$ cat src/rtl/wedrain_pkg.sv
// Shared types for the ping-pong ADC drain: FSM encoding, default tags and the
// header/trailer marker word layout.
package wedrain_pkg;

  typedef enum logic [2:0] {
    StIdle,
    StHeader,
    StRead,
    StTrailer,
    StWaitClr,
    StFlush
  } state_e;

  localparam logic [15:0] HdrTagDef = 16'hA5A5;
  localparam logic [15:0] TrlTagDef = 16'h5A5A;

  typedef struct packed {
    logic [15:0] tag;
    logic [15:0] seq;
  } marker_t;

  // One entry of the output buffer: stream word plus its last flag.
  typedef struct packed {
    logic        last;
    logic [31:0] data;
  } beat_t;

  function automatic logic [31:0] make_marker(input logic [15:0] tag, input logic [15:0] seq);
    marker_t m;
    m.tag = tag;
    m.seq = seq;
    return m;
  endfunction

endpackage

$ cat src/rtl/adc_pp_drain_if.sv
// Output word stream of the ADC drain (data, valid, last, ready).
interface adc_pp_drain_if;
  logic [31:0] m_data;
  logic        m_valid;
  logic        m_last;
  logic        m_ready;

  modport master (output m_data, m_valid, m_last, input m_ready);
  modport slave  (input m_data, m_valid, m_last, output m_ready);
endinterface

$ cat src/rtl/stream_buf2.sv
// Two-entry valid/ready FIFO; the head entry is held stable until it is taken.
module stream_buf2 #(
  parameter int unsigned WIDTH = 33
) (
  input  logic             clk,
  input  logic             rst,
  input  logic             i_valid,
  output logic             o_ready,
  input  logic [WIDTH-1:0] i_data,
  output logic             o_valid,
  input  logic             i_ready,
  output logic [WIDTH-1:0] o_data,
  output logic [1:0]       o_count
);

  logic [WIDTH-1:0] r_mem [2];
  logic             r_wr_ptr;
  logic             r_rd_ptr;
  logic [1:0]       r_count;
  logic             w_push;
  logic             w_pop;

  assign o_ready = (r_count != 2'd2);
  assign o_valid = (r_count != 2'd0);
  assign o_data  = r_mem[r_rd_ptr];
  assign o_count = r_count;
  assign w_push  = i_valid & o_ready;
  assign w_pop   = o_valid & i_ready;

  always_ff @(posedge clk) begin
    if (rst) begin
      r_mem[0] <= '0;
      r_mem[1] <= '0;
      r_wr_ptr <= 1'b0;
      r_rd_ptr <= 1'b0;
      r_count  <= 2'd0;
    end else begin
      if (w_push) begin
        r_mem[r_wr_ptr] <= i_data;
        r_wr_ptr        <= ~r_wr_ptr;
      end
      if (w_pop) r_rd_ptr <= ~r_rd_ptr;
      unique case ({w_push, w_pop})
        2'b10:   r_count <= r_count + 2'd1;
        2'b01:   r_count <= r_count - 2'd1;
        default: r_count <= r_count;
      endcase
    end
  end

endmodule

$ cat src/rtl/adc_pp_drain.sv
// Drains one ping-pong FIFO bank per frame into a framed word stream
// (header, BANK_DEPTH data words, trailer), with flush/force-flip support.
module adc_pp_drain
  import wedrain_pkg::*;
#(
  parameter int unsigned BANK_DEPTH    = 512,
  parameter logic [15:0] HDR_TAG       = HdrTagDef,
  parameter logic [15:0] TRL_TAG       = TrlTagDef,
  parameter int unsigned FLUSH_TIMEOUT = 1024
) (
  input  logic                  clk_100m,
  input  logic                  rst,
  input  logic                  enable,
  input  logic                  full_ppfifo,
  input  logic [31:0]           data_out_adc,
  input  logic                  flush,
  output logic                  adc_out_rd,
  output logic                  force_flip,
  adc_pp_drain_if.master        m_if,
  output logic                  busy,
  output logic [15:0]           frame_seq,
  output logic                  flush_to
);

  localparam int unsigned RdW = $clog2(BANK_DEPTH + 1);
  localparam int unsigned ToW = $clog2(FLUSH_TIMEOUT + 1);

  state_e         r_state, w_state_d;
  logic           r_full_meta, r_full_s;
  logic           r_pend, r_rd_inflight, r_flush_to;
  logic [RdW-1:0] r_rd_cnt;
  logic [ToW-1:0] r_to_cnt;
  logic [15:0]    r_frame_seq;

  logic           w_buf_valid, w_buf_ready, w_out_valid, w_pop, w_trl_acc;
  logic           w_clr_pend, w_set_to;
  beat_t          w_buf_in, w_buf_out;
  logic [1:0]     w_count, w_occ;

  stream_buf2 #(
    .WIDTH ($bits(beat_t))
  ) u_buf (
    .clk     (clk_100m),
    .rst     (rst),
    .i_valid (w_buf_valid),
    .o_ready (w_buf_ready),
    .i_data  (w_buf_in),
    .o_valid (w_out_valid),
    .i_ready (m_if.m_ready),
    .o_data  (w_buf_out),
    .o_count (w_count)
  );

  assign m_if.m_valid = w_out_valid;
  assign m_if.m_data  = w_buf_out.data;
  assign m_if.m_last  = w_out_valid & w_buf_out.last;
  assign w_pop        = w_out_valid & m_if.m_ready;
  assign w_trl_acc    = w_pop & w_buf_out.last;
  // Occupancy after this cycle's pop, so back-to-back reads sustain 1 word/cycle.
  assign w_occ        = w_count - {1'b0, w_pop};

  assign busy       = (r_state != StIdle);
  assign force_flip = (r_state == StFlush);
  assign frame_seq  = r_frame_seq;
  assign flush_to   = r_flush_to;

  always_comb begin
    w_state_d   = r_state;
    w_buf_valid = 1'b0;
    w_buf_in    = '0;
    adc_out_rd  = 1'b0;
    w_clr_pend  = 1'b0;
    w_set_to    = 1'b0;
    unique case (r_state)
      StIdle: begin
        if (enable && r_full_s) begin
          w_state_d  = StHeader;
          w_clr_pend = 1'b1;
        end else if (r_pend || flush) begin
          w_state_d  = StFlush;
          w_clr_pend = 1'b1;
        end
      end
      StHeader: begin
        w_buf_valid   = 1'b1;
        w_buf_in.data = make_marker(HDR_TAG, r_frame_seq);
        if (w_buf_ready) w_state_d = StRead;
      end
      StRead: begin
        adc_out_rd    = (r_rd_cnt != RdW'(BANK_DEPTH)) &&
                        (({1'b0, w_occ} + {2'b00, r_rd_inflight}) < 3'd2);
        w_buf_valid   = r_rd_inflight;
        w_buf_in.data = data_out_adc;
        if (r_rd_inflight && (r_rd_cnt == RdW'(BANK_DEPTH))) w_state_d = StTrailer;
      end
      StTrailer: begin
        w_buf_valid   = 1'b1;
        w_buf_in.last = 1'b1;
        w_buf_in.data = make_marker(TRL_TAG, r_frame_seq);
        if (w_buf_ready) w_state_d = StWaitClr;
      end
      StWaitClr: begin
        // Also wait for the trailer to drain so the next header carries the new sequence.
        if (!r_full_s && (w_count == 2'd0)) w_state_d = StIdle;
      end
      StFlush: begin
        if (r_full_s) begin
          w_state_d  = StHeader;
          w_clr_pend = 1'b1;
        end else if (r_to_cnt == ToW'(FLUSH_TIMEOUT - 1)) begin
          w_state_d = StIdle;
          w_set_to  = 1'b1;
        end
      end
      default: w_state_d = StIdle;
    endcase
  end

  always_ff @(posedge clk_100m) begin
    if (rst) begin
      r_state       <= StIdle;
      r_full_meta   <= 1'b0;
      r_full_s      <= 1'b0;
      r_pend        <= 1'b0;
      r_rd_inflight <= 1'b0;
      r_flush_to    <= 1'b0;
      r_rd_cnt      <= '0;
      r_to_cnt      <= '0;
      r_frame_seq   <= 16'd0;
    end else begin
      r_full_meta   <= full_ppfifo;
      r_full_s      <= r_full_meta;
      r_state       <= w_state_d;
      r_rd_inflight <= adc_out_rd;
      if (r_state != StRead)  r_rd_cnt <= '0;
      else if (adc_out_rd)    r_rd_cnt <= r_rd_cnt + RdW'(1);
      if (r_state != StFlush) r_to_cnt <= '0;
      else                    r_to_cnt <= r_to_cnt + ToW'(1);
      if (w_clr_pend)                      r_pend <= 1'b0;
      else if (flush && r_state != StIdle) r_pend <= 1'b1;
      if (w_set_to)  r_flush_to  <= 1'b1;
      if (w_trl_acc) r_frame_seq <= r_frame_seq + 16'd1;
    end
  end

endmodule

$ cat src/flat_wrapper.sv
// flat-port wrapper written by rule: the top's interface ports become plain ports
module adc_pp_drain_flat import wedrain_pkg::*;
#(
  parameter int unsigned BANK_DEPTH    = 512,
  parameter logic [15:0] HDR_TAG       = HdrTagDef,
  parameter logic [15:0] TRL_TAG       = TrlTagDef,
  parameter int unsigned FLUSH_TIMEOUT = 1024
)
  (clk_100m, rst, enable, full_ppfifo, data_out_adc, flush, adc_out_rd, force_flip, busy, frame_seq, flush_to, m_if_m_data, m_if_m_valid, m_if_m_last, m_if_m_ready);
  adc_pp_drain_if m_if_i ();
  input  logic clk_100m;
  input  logic rst;
  input  logic enable;
  input  logic full_ppfifo;
  input  logic [31:0] data_out_adc;
  input  logic flush;
  output logic adc_out_rd;
  output logic force_flip;
  output logic busy;
  output logic [15:0] frame_seq;
  output logic flush_to;
  output wire logic [$bits(m_if_i.m_data)-1:0] m_if_m_data;
  output wire logic [$bits(m_if_i.m_valid)-1:0] m_if_m_valid;
  output wire logic [$bits(m_if_i.m_last)-1:0] m_if_m_last;
  input wire logic [$bits(m_if_i.m_ready)-1:0] m_if_m_ready;
  assign m_if_m_data = m_if_i.m_data;
  assign m_if_m_valid = m_if_i.m_valid;
  assign m_if_m_last = m_if_i.m_last;
  assign m_if_i.m_ready = m_if_m_ready;
  adc_pp_drain #(.BANK_DEPTH(BANK_DEPTH), .HDR_TAG(HDR_TAG), .TRL_TAG(TRL_TAG), .FLUSH_TIMEOUT(FLUSH_TIMEOUT)) u_core (.clk_100m(clk_100m), .rst(rst), .enable(enable), .full_ppfifo(full_ppfifo), .data_out_adc(data_out_adc), .flush(flush), .adc_out_rd(adc_out_rd), .force_flip(force_flip), .m_if(m_if_i), .busy(busy), .frame_seq(frame_seq), .flush_to(flush_to));
endmodule
$ cat config.mk
export PLATFORM = sky130hd
export DESIGN_NAME = adc_pp_drain_flat
export DESIGN_NICKNAME = d
export VERILOG_FILES = /design/src/rtl/wedrain_pkg.sv /design/src/rtl/adc_pp_drain_if.sv /design/src/rtl/stream_buf2.sv /design/src/rtl/adc_pp_drain.sv /design/src/flat_wrapper.sv
export SDC_FILE = /design/constraint.sdc
export NUM_CORES = 1
export LEC_CHECK = 0
export BUFFER_PORTS_ARGS = -buffer_cell sky130_fd_sc_hd__buf_2
export CAP_MARGIN = 20
export CORE_ASPECT_RATIO = 0.5
export CORE_MARGIN = 2
export CORE_UTILIZATION = 50
export CTS_CLUSTER_SIZE = 24
export DETAILED_ROUTE_END_ITERATION = 10
export MAX_ROUTING_LAYER = met4
export PLACE_DENSITY = 0.72
export SETUP_SLACK_MARGIN = 0.2
export SLEW_MARGIN = 25
export SYNTH_ARGS = -nofsm -noshare
export SYNTH_HDL_FRONTEND = slang
export SYNTH_HIERARCHICAL = 1
export SYNTH_SLANG_ARGS = --single-unit
$ cat constraint.sdc
create_clock -name clk_100m -period 2.6 [get_ports clk_100m]
set_clock_uncertainty 0.15 [all_clocks]
set_input_delay 0.13 -clock clk_100m [delete_from_list [all_inputs] [get_ports clk_100m]]
set_output_delay 0.13 -clock clk_100m [all_outputs]
set_load 0.05 [all_outputs]
After elaboration in Yosys (flattened, before gate mapping):

Memory sizes are Yosys's and may differ from the RTL's. A register that Yosys moved wholly into a read port is not among the register bits.
Cells that the tools add are included.

* add/sub/neg operators: 7
* multipliers: 0
* divide/modulo/power cells: 0
* order comparisons: 1
* equality and inequality tests: 19
* shift-type cells: 0
* muxes and demuxes: 31
* bitwise operators: 6
* reductions and logical operators: 18

Operators by type and width (number)
* 32-bit case mux with 3 select lines: 1
* 33-bit two-way mux: 1
* 33-bit OR reduction: 1
* 3-bit two-way mux: 8
* 3-bit case mux with 6 select lines: 1
* 1-bit two-way mux: 17
* 16-bit by 1-bit adder with 16-bit output (second input constant): 1
* 11-bit by 1-bit adder with 11-bit output (second input constant): 1
* 11-bit by 10-bit equality test with 1-bit output (second input constant): 1
* 10-bit by 1-bit adder with 10-bit output (second input constant): 1
* 10-bit equality test (second input constant): 1
* 10-bit inequality test (second input constant): 1
* 2-bit OR reduction: 4
* 3-bit by 2-bit equality test with 1-bit output (second input constant): 2
* 3-bit equality test (second input constant): 2
* 2-bit inequality test (second input constant): 3
* 3-bit by 1-bit inequality test with 1-bit output (second input constant): 2
* 6-bit AND reduction: 1
* 1-bit logical AND: 5
* 1-bit AND: 4
* 2-bit by 1-bit inequality test with 1-bit output (second input constant): 2
* 1-bit case mux with 2 select lines: 2
* 2-bit case mux with 2 select lines: 1
* 2-bit nonzero test: 2
* other kinds (16): 17

* flip-flop bits (word level): 49
* bits in latches: 0
* memory bits (writable): 66
* memory bits (read-only): 0
* input bits: 38
* output and inout bits: 54
* logic and storage cells: 95
* memories kept: 1

Memory list
* u_core.u_buf.r_mem: words 2, width 33, rd ports 1, clocked after Yosys merged registers in 1, wr ports 2, RTL line stream_buf2.sv:16 `logic [WIDTH-1:0] r_mem [2];`

Logic depth before layout (Yosys ltp):

* word-level depth: 9
* mapped depth: 9

Hierarchy:

Netlist, hierarchy kept.

By module, submodules not included
* stream_buf2: times used 1, cells an instance 238, area each 3171.8 um^2, sequential area each 2082.0 um^2
* adc_pp_drain: times used 1, cells an instance 311, area each 2461.1 um^2, sequential area each 900.9 um^2

Least setup slack after synthesis:

Ideal clock, no wire load.

* path type: flip-flop to flip-flop
* start: register u_core.r_state[0]
* end: memory u_core.u_buf.r_mem[0][0] (enable)
* setup time: 395 ps
* arrival: 2267 ps
* required time: 2055 ps
* path slack: -212 ps
* stages on the path, launching flop included: 7
* period minus slack after synthesis: 2812 ps
* cells stage by stage: dfxtp_1 > clkbuf_1 > clkbuf_1 > a21oi_1 > nor2_1 > nand3b_4 > nand2b_1

RTL lines
* start: declaration: RTL line adc_pp_drain.sv:28 `state_e r_state, w_state_d;`
* start signal: assignment: RTL line adc_pp_drain.sv:121 `r_state <= StIdle;`
* start signal: assignment: RTL line adc_pp_drain.sv:133 `r_state <= w_state_d;`
* end: declaration: RTL line stream_buf2.sv:16

Worst setup path in the final report:

* start: register u_core.u_buf.r_count[1], in the netlist u_core/u_buf/o_count[1]
* end: register u_core.r_rd_cnt[6]

* longest elaborated chain between the ends: 7

RTL lines
* start: declaration: RTL line stream_buf2.sv:19 `logic [1:0] r_count;`
* start signal: assignment: RTL line stream_buf2.sv:44 `2'b10: r_count <= r_count + 2'd1;`
* start signal: assignment: RTL line stream_buf2.sv:45 `2'b01: r_count <= r_count - 2'd1;`
* start signal: assignment: RTL line stream_buf2.sv:46 `default: r_count <= r_count;`
* 2-bit nonzero test: RTL line stream_buf2.sv:24 `assign o_valid = (r_count != 2'd0);`
* 1-bit AND: RTL line adc_pp_drain.sv:57 `assign w_pop = w_out_valid & m_if.m_ready;`
* 2-bit by 1-bit subtractor with 2-bit output *: RTL line adc_pp_drain.sv:60 `assign w_occ = w_count - {1'b0, w_pop};`
* 2-bit by 1-bit adder with 3-bit output *: RTL line adc_pp_drain.sv:91 `(({1'b0, w_occ} + {2'b00, r_rd_inflight}) < 3'd2);`
* 3-bit by 2-bit < comparator with 1-bit output *: RTL line adc_pp_drain.sv:91
* 1-bit logical AND *: RTL line adc_pp_drain.sv:90 `adc_out_rd = (r_rd_cnt != RdW'(BANK_DEPTH)) &&`
* 1-bit two-way mux *: RTL line adc_pp_drain.sv:74 `unique case (r_state)`
* end signal: assignment: RTL line adc_pp_drain.sv:136 `else if (adc_out_rd) r_rd_cnt <= r_rd_cnt + RdW'(1);`
* end: declaration: RTL line adc_pp_drain.sv:31 `logic [RdW-1:0] r_rd_cnt;`

Mark *: on every way between the ends. The rest lies on a longest branch, timed or not.
A chain may end at the register's enable or synchronous reset.

==> results.rst <==
.. list-table::
   :header-rows: 1

   * - Metric
     - Value
   * - Cell internal pwr
     - 4500 uW
   * - Clock transition at the registers of the reported paths
     - 0.05 ns
   * - Worst slew slack as a fraction of its limit
     - 0.485
   * - Synth cell types
     - 47
   * - First-pass GRT wire length
     - 20300 um
   * - Total detailed-routing wirelength
     - approximately 13000 um
   * - Remaining DRCs
     - 0
   * - Post-synth EDFFs
     - 66
   * - Number of antenna violations at the first check in global routing
     - 0
   * - Final hold vios
     - 0
   * - Post-synthesis sequential element count
     - 116
   * - Total Nets Final
     - ~690
   * - Die Area
     - 0.0122 mm2
   * - Class of the most critical hold timing path
     - in -> reg
   * - Diodes inserted
     - 0
   * - Synth top area share
     - 0.352
   * - Maximum number of pins on one net before global-route repair
     - 53
   * - Vert. Die Dim
     - between 70 and 80 um
   * - Initial Utilization
     - 0.513
   * - Number of warnings reported in the yosys synthesis log
     - 6
   * - Final period demand of the worst path
     - 2.32 ns
   * - Share of layout cells above drive strength 1
     - 0.301
   * - CTS tree
     - done
   * - Required time at the worst-slack endpoint
     - ~2.8 ns
   * - Ranking of synthesized cells by area
     - edfxtp_1, dfxtp_1, nor2_1, mux2_2, nand2b_1
   * - Level count of the clock H-tree
     - 4
   * - Pwr dens
     - ~1000 mW/mm2
   * - Outcome
     - complete, no violations
   * - Mapped Nets
     - 593
   * - Switching power as a share of total power
     - 0.377
   * - Initial DRC count
     - 383
   * - Area growth from synthesis to layout
     - 22.8%
   * - Ys flop type
     - edfxtp_1
   * - Critical-path maximum fanout
     - 7
   * - Post-DR vias/cell
     - 5.40
   * - Worst vdd ir
     - 0.000575 V
   * - Number of cells on the worst reg-to-reg path
     - 8
   * - Fraction of power consumed by the clock network
     - 0.321
   * - Clock sinks
     - 116
   * - Cell count after synthesis
     - 549
   * - TritonCTS Buffers
     - 17
   * - Power share of the combinational group
     - 0.355
   * - Average size of a mapped cell
     - ~10 um2
   * - Max-slew violation count
     - 0
   * - Highest clock frequency the design can meet
     - 0.431 GHz
   * - CP startpoint kind
     - flop
   * - Buffers from clock root to sink, at most
     - 2
   * - Place WS
     - just over 0.09 ns
   * - Seq/Total Area, Yosys
     - 0.530
   * - Destination of the worst hold path
     - u_core/u_buf/r_mem[0][28]
   * - Slew at the pin with the worst max-slew slack
     - 0.761 ns
   * - Total via count after detailed routing
     - 4331
   * - Cell taking the most area after synthesis
     - edfxtp_1
   * - Capturing point of the worst reg2reg path
     - u_core/r_rd_cnt[6]
   * - Row count
     - 27
   * - Routability cong.
     - 0.815
   * - Leading cell type by number of instances after synthesis
     - nor2_1
   * - Origin of the critical flop-to-flop path
     - u_core/u_buf/o_count[1]
   * - Slack of the critical path
     - 0.278 ns
   * - Clock latency on the worst-skew pair
     - 0.40 ns
   * - Crit Path Class
     - reg -> reg
   * - Clk root buf
     - clkbuf_16
   * - Number of I/O port buffers
     - 91
   * - Post-detail-place hpwl
     - 8260 um
   * - Hold path cells
     - 5
   * - Final cycle utilization of the critical path
     - 0.893
   * - CORE AREA
     - 0.0110 mm2
   * - Count of max-cap constraint violations
     - 0
   * - Routed wire per std cell
     - roughly 16 um
   * - Overall fraction of global-route tracks in use
     - 0.222
   * - Drt first pass iters
     - 5
   * - Area of the mapped netlist
     - 0.00563 mm2
   * - Leading cell types by count after synthesis
     - nor2_1, edfxtp_1, dfxtp_1
   * - Overall overflow remaining after global route
     - 0
   * - Remaining antenna violation count after routing
     - 0
   * - Setup TNS Final
     - 0 ns
   * - Number of top-level design ports
     - 92
   * - Width of the die
     - 154 um
   * - Setup slack on the worst flop-to-flop path
     - ~0.28 ns
   * - Switching component of the power
     - around 2700 uW
   * - Proportion of power drawn by flip-flops and latches
     - 0.324
   * - Endpoint arrival time on the critical path
     - 2.50 ns
   * - Async S/R FF share, synth
     - 0
   * - Leakage component of the power
     - 0.00263 uW
   * - Setup violators final
     - 0
   * - Unrepaired setup endpoints after global routing
     - false
   * - Worst hold start
     - data_out_adc[28]
   * - Vias in the first global route
     - roughly 4.1k
   * - Critical path capture point type
     - flop
## metrics by stage
step / total power (uW) / util / cells / instance area, um2 / hold WS (ns)
4_1_cts: 7200 / 0.625 / 799 / 6860 / 0.0110
3_5_place_dp: 4790 / 0.563 / 760 / 6180 / 0.216
2_1_floorplan: 4320 / - / 549 / 5650 / 0.108
3_3_place_gp: 4760 / 0.563 / 760 / 6180 / 0.194
5_1_grt: 7540 / 0.630 / 802 / 6920 / 0.0405
6_report: 7220 / 0.630 / 802 / 6920 / 0.0163
## cells in the final DEF (no fill, tap or decap), drive strengths merged, types with 7 or more instances in the layout
cell type / synthesis / routed
nor4: 7 / 7
nand3: 19 / 19
xnor2: 11 / 11
edfxtp: 66 / 66
a21oi: 25 / 25
mux2: 35 / 35
nand4: 9 / 9
nor3: 7 / 7
nor2: 115 / 115
nand2: 24 / 24
xor2: 12 / 12
nand2b: 39 / 39
clkbuf: 23 / 18
dfxtp: 50 / 50
o21ai: 10 / 10
a22o: 16 / 16
inv: 9 / 10
buf: 11 / 107
## registers in the layout (all words and copies together) (netlist names), named ones only
name / count
u_core/r_full_meta: 1
u_core/u_buf/r_wr_ptr: 1
u_core/r_to_cnt: 11
u_core/r_full_s: 1
u_core/u_buf/r_rd_ptr: 1
u_core/r_rd_inflight: 1
u_core/frame_seq: 16
u_core/r_state: 3
u_core/r_pend: 1
u_core/r_rd_cnt: 10
u_core/flush_to: 1
u_core/u_buf/r_mem: 66
u_core/u_buf/o_count: 2
## timing repair
action | 4_1_cts | 5_1_grt
buffers inserted | 4 | 3
hold buffers | 3 | 0
setup endpoints to repair | 5 | 4
hold endpoints to repair | 3 | 0
resized for setup | 7 | 9
pin swaps | 2 | 4
## area by class of cell
cell class | instances | area (um2)
multi-input combinational | 390 | 2500
tap | 145 | 181
timing repair buffer | 110 | 619
clock inverter | 14 | 161
sequential | 116 | 2990
inverter | 9 | 33.8
fill | 883 | 4060
clock buffer | 18 | 429
## power by group through the flow
stage | Clock (uW) | Combinational (uW) | Sequential [uW]
detailed placement | 0 | 2420 | 2370
finish | 2310 | 2560 | 2340
CTS | 2340 | 2520 | 2340
global route | 2440 | 2740 | 2370
floorplan | 0 | 2010 | 2310
global placement | 0 | 2400 | 2360
## kinds of logic after synthesis
family,after synthesis,share of synthesized area
DFF,116,0.530
AOI/OAI and AO/OA,63,0.0731
and+or+nand+nor,260,0.235
buffers and inverters,43,0.0382
muxes,38,0.0753
xor gates and xnor gates,23,0.0358
adders and majority gates,6,0.0133
## worst max-delay path, stage by stage, from the launching register on
cell      delay, ns
dfxtp_4        0.36
or2_4          0.26
and2_1         0.16
ha_2           0.30
nand2b_4       0.13
nand3_4        0.11
buf_6          0.17
or4_4          0.48
a21oi_2        0.12
## layer usage
metal,share of wire,vias to the layer above,GRT usage
met4,0.0074,0,0.0561
li1,-,2125,-
met2,0.48,119,0.361
met5,0,-,-
met3,0.046,10,0.0617
met1,0.47,2077,0.278
## worst max-delay path by stage
stage | slack, ns | endpoint | depth (start not counted) | from
after global placement | 0.20 | u_core/r_rd_cnt[6] | 7 | u_core/u_buf/o_count[1]
after detailed placement | 0.09 | u_core/r_rd_cnt[3] | 7 | u_core/u_buf/o_count[1]
final | 0.28 | u_core/r_rd_cnt[6] | 8 | u_core/u_buf/o_count[1]
after floorplan | 0.25 | u_core/u_buf/o_count[1] | 8 | u_core/r_state[0]
after CTS | 0.23 | u_core/r_rd_cnt[8] | 8 | u_core/u_buf/o_count[0]
after global routing | 0.20 | adc_out_rd | 7 | u_core/u_buf/o_count[1]
No activity file was read; power rests on OpenSTA's default activity.
